==> src/rtl/tmr_pkg.sv <==
// Shared definitions for the 8-bit timer control slice: register bit positions,
// per-channel field widths, clear-source and output-action encodings.
package tmr_pkg;

  localparam int REG_W = 8;
  localparam int CTL_W = 5;
  localparam int CLR_W = 3;
  localparam int CS_W  = 5;

  localparam int TCR_CMIEB    = 7;
  localparam int TCR_CMIEA    = 6;
  localparam int TCR_OVIE     = 5;
  localparam int TCR_CCLR_LSB = 3;
  localparam int TCR_CKS_LSB  = 0;

  localparam int TCCR_TMRIS    = 3;
  localparam int TCCR_ICKS_LSB = 0;

  localparam int TCSR_ADTE    = 4;
  localparam int TCSR_OSB_LSB = 2;
  localparam int TCSR_OSA_LSB = 0;

  localparam int FCLR_CMFB = 2;
  localparam int FCLR_CMFA = 1;
  localparam int FCLR_OVF  = 0;

  typedef enum logic [1:0] {
    CCLR_NONE = 2'b00,
    CCLR_A    = 2'b01,
    CCLR_B    = 2'b10,
    CCLR_EXT  = 2'b11
  } cclr_e;

  // The numeric order of the action codes is also their priority order.
  typedef enum logic [1:0] {
    OS_NOP    = 2'b00,
    OS_LOW    = 2'b01,
    OS_HIGH   = 2'b10,
    OS_TOGGLE = 2'b11
  } os_e;

  function automatic os_e os_resolve(input os_e act_a, input os_e act_b);
    os_e res;
    if (act_b > act_a) begin
      res = act_b;
    end else begin
      res = act_a;
    end
    return res;
  endfunction

  function automatic logic os_apply(input os_e act, input logic cur);
    logic res;
    case (act)
      OS_NOP:    res = cur;
      OS_LOW:    res = 1'b0;
      OS_HIGH:   res = 1'b1;
      OS_TOGGLE: res = ~cur;
      default:   res = cur;
    endcase
    return res;
  endfunction

endpackage

==> src/rtl/tmr_ch_ctrl.sv <==
// One timer channel: TMRI synchroniser and edge detect, counter-clear select,
// sticky status flags with interrupt gating, and the TMO output register.
module tmr_ch_ctrl
  import tmr_pkg::*;
#(
  parameter int SYNC_STAGES = 2
) (
  input  logic             clk,
  input  logic             rst,
  input  logic             tmri_i,
  input  logic [REG_W-1:0] tcr_i,
  input  logic [REG_W-1:0] tccr_i,
  input  logic [CTL_W-1:0] tcsr_ctl_i,
  input  logic             match_a_i,
  input  logic             match_b_i,
  input  logic             ovf_ev_i,
  input  logic [CLR_W-1:0] flag_clr_i,
  output logic             counter_clear_o,
  output logic             cmfa_o,
  output logic             cmfb_o,
  output logic             ovf_o,
  output logic             cmia_o,
  output logic             cmib_o,
  output logic             ovi_o,
  output logic             tmo_o,
  output logic             adc_term_o,
  output logic [CS_W-1:0]  clock_select_o
);

  logic [SYNC_STAGES-1:0] sync_q, sync_d;
  logic                   hist_q, hist_d;
  logic                   cmfa_q, cmfa_d;
  logic                   cmfb_q, cmfb_d;
  logic                   ovf_q, ovf_d;
  logic                   tmo_q, tmo_d;

  logic  tmri_lvl_s;
  logic  tmri_rise_s;
  logic  tmris_s;
  logic  counter_clear_s;
  cclr_e cclr_s;
  os_e   osa_s, osb_s;
  os_e   act_a_s, act_b_s, act_s;
  logic  unused_tccr_s;

  assign cclr_s  = cclr_e'(tcr_i[TCR_CCLR_LSB +: 2]);
  assign tmris_s = tccr_i[TCCR_TMRIS];
  assign osa_s   = os_e'(tcsr_ctl_i[TCSR_OSA_LSB +: 2]);
  assign osb_s   = os_e'(tcsr_ctl_i[TCSR_OSB_LSB +: 2]);

  assign tmri_lvl_s  = sync_q[SYNC_STAGES-1];
  assign tmri_rise_s = tmri_lvl_s & ~hist_q;

  assign unused_tccr_s = ^{tccr_i[7:4], tccr_i[2]};

  // Synchroniser shift and edge-detect history next state.
  always_comb begin
    sync_d = {sync_q[SYNC_STAGES-2:0], tmri_i};
    hist_d = tmri_lvl_s;
  end

  // Sticky flags: a set event in the same cycle as its clear strobe wins.
  always_comb begin
    cmfa_d = cmfa_q;
    cmfb_d = cmfb_q;
    ovf_d  = ovf_q;
    if (match_a_i) begin
      cmfa_d = 1'b1;
    end else if (flag_clr_i[FCLR_CMFA]) begin
      cmfa_d = 1'b0;
    end else begin
      cmfa_d = cmfa_q;
    end
    if (match_b_i) begin
      cmfb_d = 1'b1;
    end else if (flag_clr_i[FCLR_CMFB]) begin
      cmfb_d = 1'b0;
    end else begin
      cmfb_d = cmfb_q;
    end
    if (ovf_ev_i) begin
      ovf_d = 1'b1;
    end else if (flag_clr_i[FCLR_OVF]) begin
      ovf_d = 1'b0;
    end else begin
      ovf_d = ovf_q;
    end
  end

  // TMO next state; control changes without a match resolve to OS_NOP.
  always_comb begin
    act_a_s = OS_NOP;
    act_b_s = OS_NOP;
    if (match_a_i) begin
      act_a_s = osa_s;
    end else begin
      act_a_s = OS_NOP;
    end
    if (match_b_i) begin
      act_b_s = osb_s;
    end else begin
      act_b_s = OS_NOP;
    end
    act_s = os_resolve(act_a_s, act_b_s);
    tmo_d = os_apply(act_s, tmo_q);
  end

  // Counter clear source select.
  always_comb begin
    counter_clear_s = 1'b0;
    case (cclr_s)
      CCLR_NONE: counter_clear_s = 1'b0;
      CCLR_A:    counter_clear_s = match_a_i;
      CCLR_B:    counter_clear_s = match_b_i;
      CCLR_EXT: begin
        if (tmris_s) begin
          counter_clear_s = tmri_rise_s;
        end else begin
          counter_clear_s = tmri_lvl_s;
        end
      end
      default:   counter_clear_s = 1'b0;
    endcase
  end

  // Channel state registers.
  always_ff @(posedge clk) begin
    if (rst) begin
      sync_q <= '0;
      hist_q <= 1'b0;
      cmfa_q <= 1'b0;
      cmfb_q <= 1'b0;
      ovf_q  <= 1'b0;
      tmo_q  <= 1'b0;
    end else begin
      sync_q <= sync_d;
      hist_q <= hist_d;
      cmfa_q <= cmfa_d;
      cmfb_q <= cmfb_d;
      ovf_q  <= ovf_d;
      tmo_q  <= tmo_d;
    end
  end

  assign counter_clear_o = counter_clear_s;
  assign cmfa_o          = cmfa_q;
  assign cmfb_o          = cmfb_q;
  assign ovf_o           = ovf_q;
  assign cmia_o          = cmfa_q & tcr_i[TCR_CMIEA];
  assign cmib_o          = cmfb_q & tcr_i[TCR_CMIEB];
  assign ovi_o           = ovf_q & tcr_i[TCR_OVIE];
  assign tmo_o           = tmo_q;
  assign adc_term_o      = match_a_i & tcsr_ctl_i[TCSR_ADTE];
  assign clock_select_o  = {tcr_i[TCR_CKS_LSB +: 3], tccr_i[TCCR_ICKS_LSB +: 2]};

endmodule

==> src/rtl/tmr_multi_ctrl.sv <==
// Multi-channel timer control: one tmr_ch_ctrl per channel plus the shared,
// registered ADC trigger formed from the per-channel compare-match-A terms.
module tmr_multi_ctrl
  import tmr_pkg::*;
#(
  parameter int NUM_CH      = 2,
  parameter int SYNC_STAGES = 2
) (
  input  logic                    clk,
  input  logic                    rst,
  input  logic [NUM_CH-1:0]       tmri,
  input  logic [REG_W*NUM_CH-1:0] tcr,
  input  logic [REG_W*NUM_CH-1:0] tccr,
  input  logic [CTL_W*NUM_CH-1:0] tcsr_ctl,
  input  logic [NUM_CH-1:0]       match_a,
  input  logic [NUM_CH-1:0]       match_b,
  input  logic [NUM_CH-1:0]       ovf_ev,
  input  logic [CLR_W*NUM_CH-1:0] flag_clr,
  output logic [NUM_CH-1:0]       counter_clear,
  output logic [NUM_CH-1:0]       cmfa,
  output logic [NUM_CH-1:0]       cmfb,
  output logic [NUM_CH-1:0]       ovf,
  output logic [NUM_CH-1:0]       cmia,
  output logic [NUM_CH-1:0]       cmib,
  output logic [NUM_CH-1:0]       ovi,
  output logic [NUM_CH-1:0]       tmo,
  output logic                    adc_request,
  output logic [CS_W*NUM_CH-1:0]  clock_select
);

  logic [NUM_CH-1:0] adc_term_s;
  logic              adc_request_q, adc_request_d;

  for (genvar k = 0; k < NUM_CH; k++) begin : g_ch
    tmr_ch_ctrl #(
      .SYNC_STAGES(SYNC_STAGES)
    ) u_ch (
      .clk            (clk),
      .rst            (rst),
      .tmri_i         (tmri[k]),
      .tcr_i          (tcr[k*REG_W +: REG_W]),
      .tccr_i         (tccr[k*REG_W +: REG_W]),
      .tcsr_ctl_i     (tcsr_ctl[k*CTL_W +: CTL_W]),
      .match_a_i      (match_a[k]),
      .match_b_i      (match_b[k]),
      .ovf_ev_i       (ovf_ev[k]),
      .flag_clr_i     (flag_clr[k*CLR_W +: CLR_W]),
      .counter_clear_o(counter_clear[k]),
      .cmfa_o         (cmfa[k]),
      .cmfb_o         (cmfb[k]),
      .ovf_o          (ovf[k]),
      .cmia_o         (cmia[k]),
      .cmib_o         (cmib[k]),
      .ovi_o          (ovi[k]),
      .tmo_o          (tmo[k]),
      .adc_term_o     (adc_term_s[k]),
      .clock_select_o (clock_select[k*CS_W +: CS_W])
    );
  end

  // Any enabled channel's compare-match A starts the ADC.
  always_comb begin
    adc_request_d = |adc_term_s;
  end

  // ADC trigger register: a single-cycle pulse follows each qualifying match.
  always_ff @(posedge clk) begin
    if (rst) begin
      adc_request_q <= 1'b0;
    end else begin
      adc_request_q <= adc_request_d;
    end
  end

  assign adc_request = adc_request_q;

endmodule

==> config.mk <==
export PLATFORM = sky130hd
export DESIGN_NAME = tmr_multi_ctrl
export DESIGN_NICKNAME = d
export VERILOG_FILES = /design/src/rtl/tmr_pkg.sv /design/src/rtl/tmr_ch_ctrl.sv /design/src/rtl/tmr_multi_ctrl.sv
export SDC_FILE = /design/constraint.sdc
export NUM_CORES = 1
export LEC_CHECK = 0
export CAP_MARGIN = 5
export CORE_MARGIN = 2
export CORE_UTILIZATION = 35
export CTS_CLUSTER_DIAMETER = 120
export DETAILED_ROUTE_END_ITERATION = 16
export DONT_BUFFER_PORTS = 1
export GPL_TIMING_DRIVEN = 0
export PLACE_DENSITY = 0.51
export SETUP_SLACK_MARGIN = 0.02
export SLEW_MARGIN = 20
export SYNTH_ARGS = -nofsm -noshare
export SYNTH_HDL_FRONTEND = slang
export SYNTH_SLANG_ARGS = --single-unit
==> constraint.sdc <==
create_clock -name clk -period 1.2 [get_ports clk]
set_clock_uncertainty 0.15 [all_clocks]
set_input_delay 0.3 -clock clk [delete_from_list [all_inputs] [get_ports clk]]
set_output_delay 0.3 -clock clk [all_outputs]
set_load 0.005 [all_outputs]
==> flow_summary.yaml <==
outcome:
  status: "complete, but fails checks"
  violations: "negative setup slack"
routing:
  routed_wl_um: 1770
  vias: 693
  via_per_inst: 4.59
  drc_errors: 0
  dr.first_iter.drc_count: 1
  ant_nets: 0
  dr.pass1.iters: 3
  post_drt_wl_per_cell_um: 11.7
synth:
  ys_types: 14
  ys_ff_latch: 15
  ys_seq_area_share_pct: 35.0
  synthTopCellsByCount: "buf_4 (27), dfxtp_1 (15), nor2_1 (11), and2_1 (8), inv_1 (8)"
  synth-async-reset-ratio_pct: 0
  synth_area_leaders: "dfxtp_1 (35%), buf_4 (24%), and2_1 (5.8%)"
  syn_area_per_cell_um2: 8.24
  yosysTopAreaCellShare_pct: 35.0
  synthesis.area_um2: 857
  synth_edf_count: 0
  synth_top_cell_by_area: "dfxtp_1"
  synth_flop_cell: "dfxtp_1"
  synth_warnings: 0
  synthCells: 104
  synth_most_common_cell: "buf_4"
  synth_nets: 166
grt:
  grt-ovfl-total: 0
  grt_antenna_before_repair: 0
  grt_pass1_vias: 590
  grt_pass1_wl_um: 2520
  grt_max_degree: 11
  grt_use_total_pct: 12.3
sta:
  slew_headroom_pct: 87.5
  worst_slew_pin_slew_ns: 0.187
  worst_hold_slack_ns: 0.0256
  rsz0062_at_grt: "true"
  finalWorstSetupSlack_ns: -0.190
  period_needed_ns: 1.39
  max_freq_mhz: 720
  finalHoldViolCount: 0
  finalSetupViolations: 11
  finalMaxSlewViolations: 0
  period_share_pct: 116
worst_hold_path:
  min_path_type: "in2reg"
  hold_path_end: "adc_request$_SDFF_PP0_"
  whs_path_depth: 2
  hold_path.startpoint: "tcsr_ctl[9]"
final_layout:
  nFillCells: 214
  final_layout_size_suffix_gt1_share_pct: 44.7
  final_nets: 186
  num_antenna_cells: 0
  finish.instance_area_mm2: 0.00117
  syn2layout_area_growth_pct: 36.9
worst_setup_path:
  r2r-end: "g_ch[0].u_ch.tmo_o$_SDFFE_PP0P_"
  worstPathArrival_ns: 0.94
  worst-path-buf-inv: 1
  required_ns: 0.75
  critical_path.reg2reg.startpoint: "g_ch[0].u_ch.tmo_o$_SDFFE_PP0P_"
  cp-end-kind: "primary output"
  cp-startpoint: "g_ch[1].u_ch.hist_q$_SDFF_PP0_"
  critPathMaxFanout: 1
  critical_path.top_delay_family: "flip-flops"
  critPathMaxStageDelay_ns: 0.32
  regToRegSetupSlack_ns: 0.18
  slowest_stage: "dfxtp_1"
  reg2reg_depth: 4
  worstSetupPathType: "reg2out"
  cp-start-kind: "flop"
  path_cells: "nand2_1 -> nand4_1 -> o211ai_1 -> buf_4"
floorplanning:
  core-area_mm2: 0.00225
  row_count: 17
  fp.dieH_um: 53.5
  pin_count: 85
  fp.dieArea_mm2: 0.00286
  die_w_um: 53.5
  start_util_pct: 38.0
clock_tree:
  cts_tree: "done"
  cts_buffer_depth: 2
  cts_root_buf: "clkbuf_4"
  h-tree-depth: 1
  clk_pin_slew_ns: 0.08
  cts_buffers: 3
  clock-sinks: 15
  clkLatencyLatePin_ns: 0.28
run:
  cap_violations: 0
pwr:
  leakage_nw: 0.539
  vdd_drop_max_uv: 549
  power.density_mw_per_mm2: 923
  total_power_mw: 1.08
placed_design:
  routabilityCongestion: 0.671
  placed_cell_area_um2: 922
  dpl.hpwl_um: 1330
  port_buffers: 0
-- stage by stage --
step           util (%)  TNS [ns]  cells  setup WS, ns
6_report           52.1     -1.19    151        -0.190
5_1_grt            52.1     -1.86    151        -0.281
4_1_cts            48.6     -1.26    147        -0.222
3_5_place_dp       40.9   -0.0648    132       -0.0327
3_3_place_gp       40.9   -0.0664    132       -0.0395
2_1_floorplan         -         0    104       0.00793
-- registers in the layout, indices dropped and copies added, names as in the netlist --
register,cells
g_ch.u_ch.sync_q,4
g_ch.u_ch.cmfa_o,2
g_ch.u_ch.cmfb_o,2
g_ch.u_ch.hist_q,2
g_ch.u_ch.ovf_o,2
g_ch.u_ch.tmo_o,2
adc_request,1
-- cells in the final DEF, fill, tap and decap left out, drive strengths merged, types with 3 or more instances in the layout --
cell | synthesis | layout
a21oi | 6 | 6
and2 | 8 | 8
buf | 27 | 33
clkbuf | 0 | 3
dfxtp | 15 | 15
dlygate4sd3 | 0 | 9
ha | 4 | 4
inv | 8 | 8
nand2 | 6 | 6
nand3b | 4 | 4
nor2 | 11 | 11
nor2b | 6 | 6
o211ai | 4 | 4
-- worst max-delay path by stage --
stage	slack [ns]	end	depth (start not counted)
global placement	-0.04	g_ch[1].u_ch.tmo_o$_SDFFE_PP0P_	5
floorplan	0.008	g_ch[0].u_ch.tmo_o$_SDFFE_PP0P_	5
CTS	-0.22	counter_clear[1]	4
finish	-0.19	counter_clear[1]	4
detailed placement	-0.03	g_ch[0].u_ch.tmo_o$_SDFFE_PP0P_	5
global route	-0.28	counter_clear[1]	4
-- power by group --
part | internal [mW] | leakage (nW) | switching (mW)
clock network | 0.123 | 0.0177 | 0.156
registers | 0.532 | 0.126 | 0.0188
logic | 0.174 | 0.395 | 0.0795
-- area by class of cell --
class | instances | area [µm²] | share of cell area (%)
Timing Repair Buffer | 15 | 146 | 12.5
Tap cell | 28 | 35.0 | 2.99
Multi-Input combinational cell | 54 | 369 | 31.4
Clock inverter | 1 | 5.00 | 0.426
Sequential cell | 15 | 310 | 26.4
Buffer | 27 | 255 | 21.7
Inverter | 8 | 30.0 | 2.56
Clock buffer | 3 | 22.5 | 1.92
-- per-layer routing --
metal / GRT usage [%] / vias to the layer above / part of all wire, %
li1: - / 346 / -
met1: 12.0 / 307 / 33
met2: 23.3 / 40 / 56
met3: 5.65 / 0 / 12
met4: 2.56 / 0 / 0
met5: 0 / - / 0
-- worst register-to-register path, stage by stage, from the launching register on --
cell     delay (ns)
dfxtp_2        0.33
buf_4          0.12
buf_4          0.12
a31oi_1        0.15
nor2_1         0.05
-- cells by family after synthesis --
family	after synthesis	synth area share [%]
fa+ha+maj	4	5.84
compound gates	13	9.34
simple gates	37	22.6
buf+inv	35	27.2
flops	15	35.0
-- what timing repair did --
| item | 4_1_cts | 5_1_grt |
|---|---|---|
| hold endpoints to repair | 12 | 0 |
| gates resized for setup | 16 | 15 |
| pin swaps | 4 | 0 |
| hold buffers | 9 | 0 |
| buffers inserted | 2 | 4 |
| setup endpoints to repair | 16 | 16 |
No activity file was read; power rests on OpenSTA's default activity.
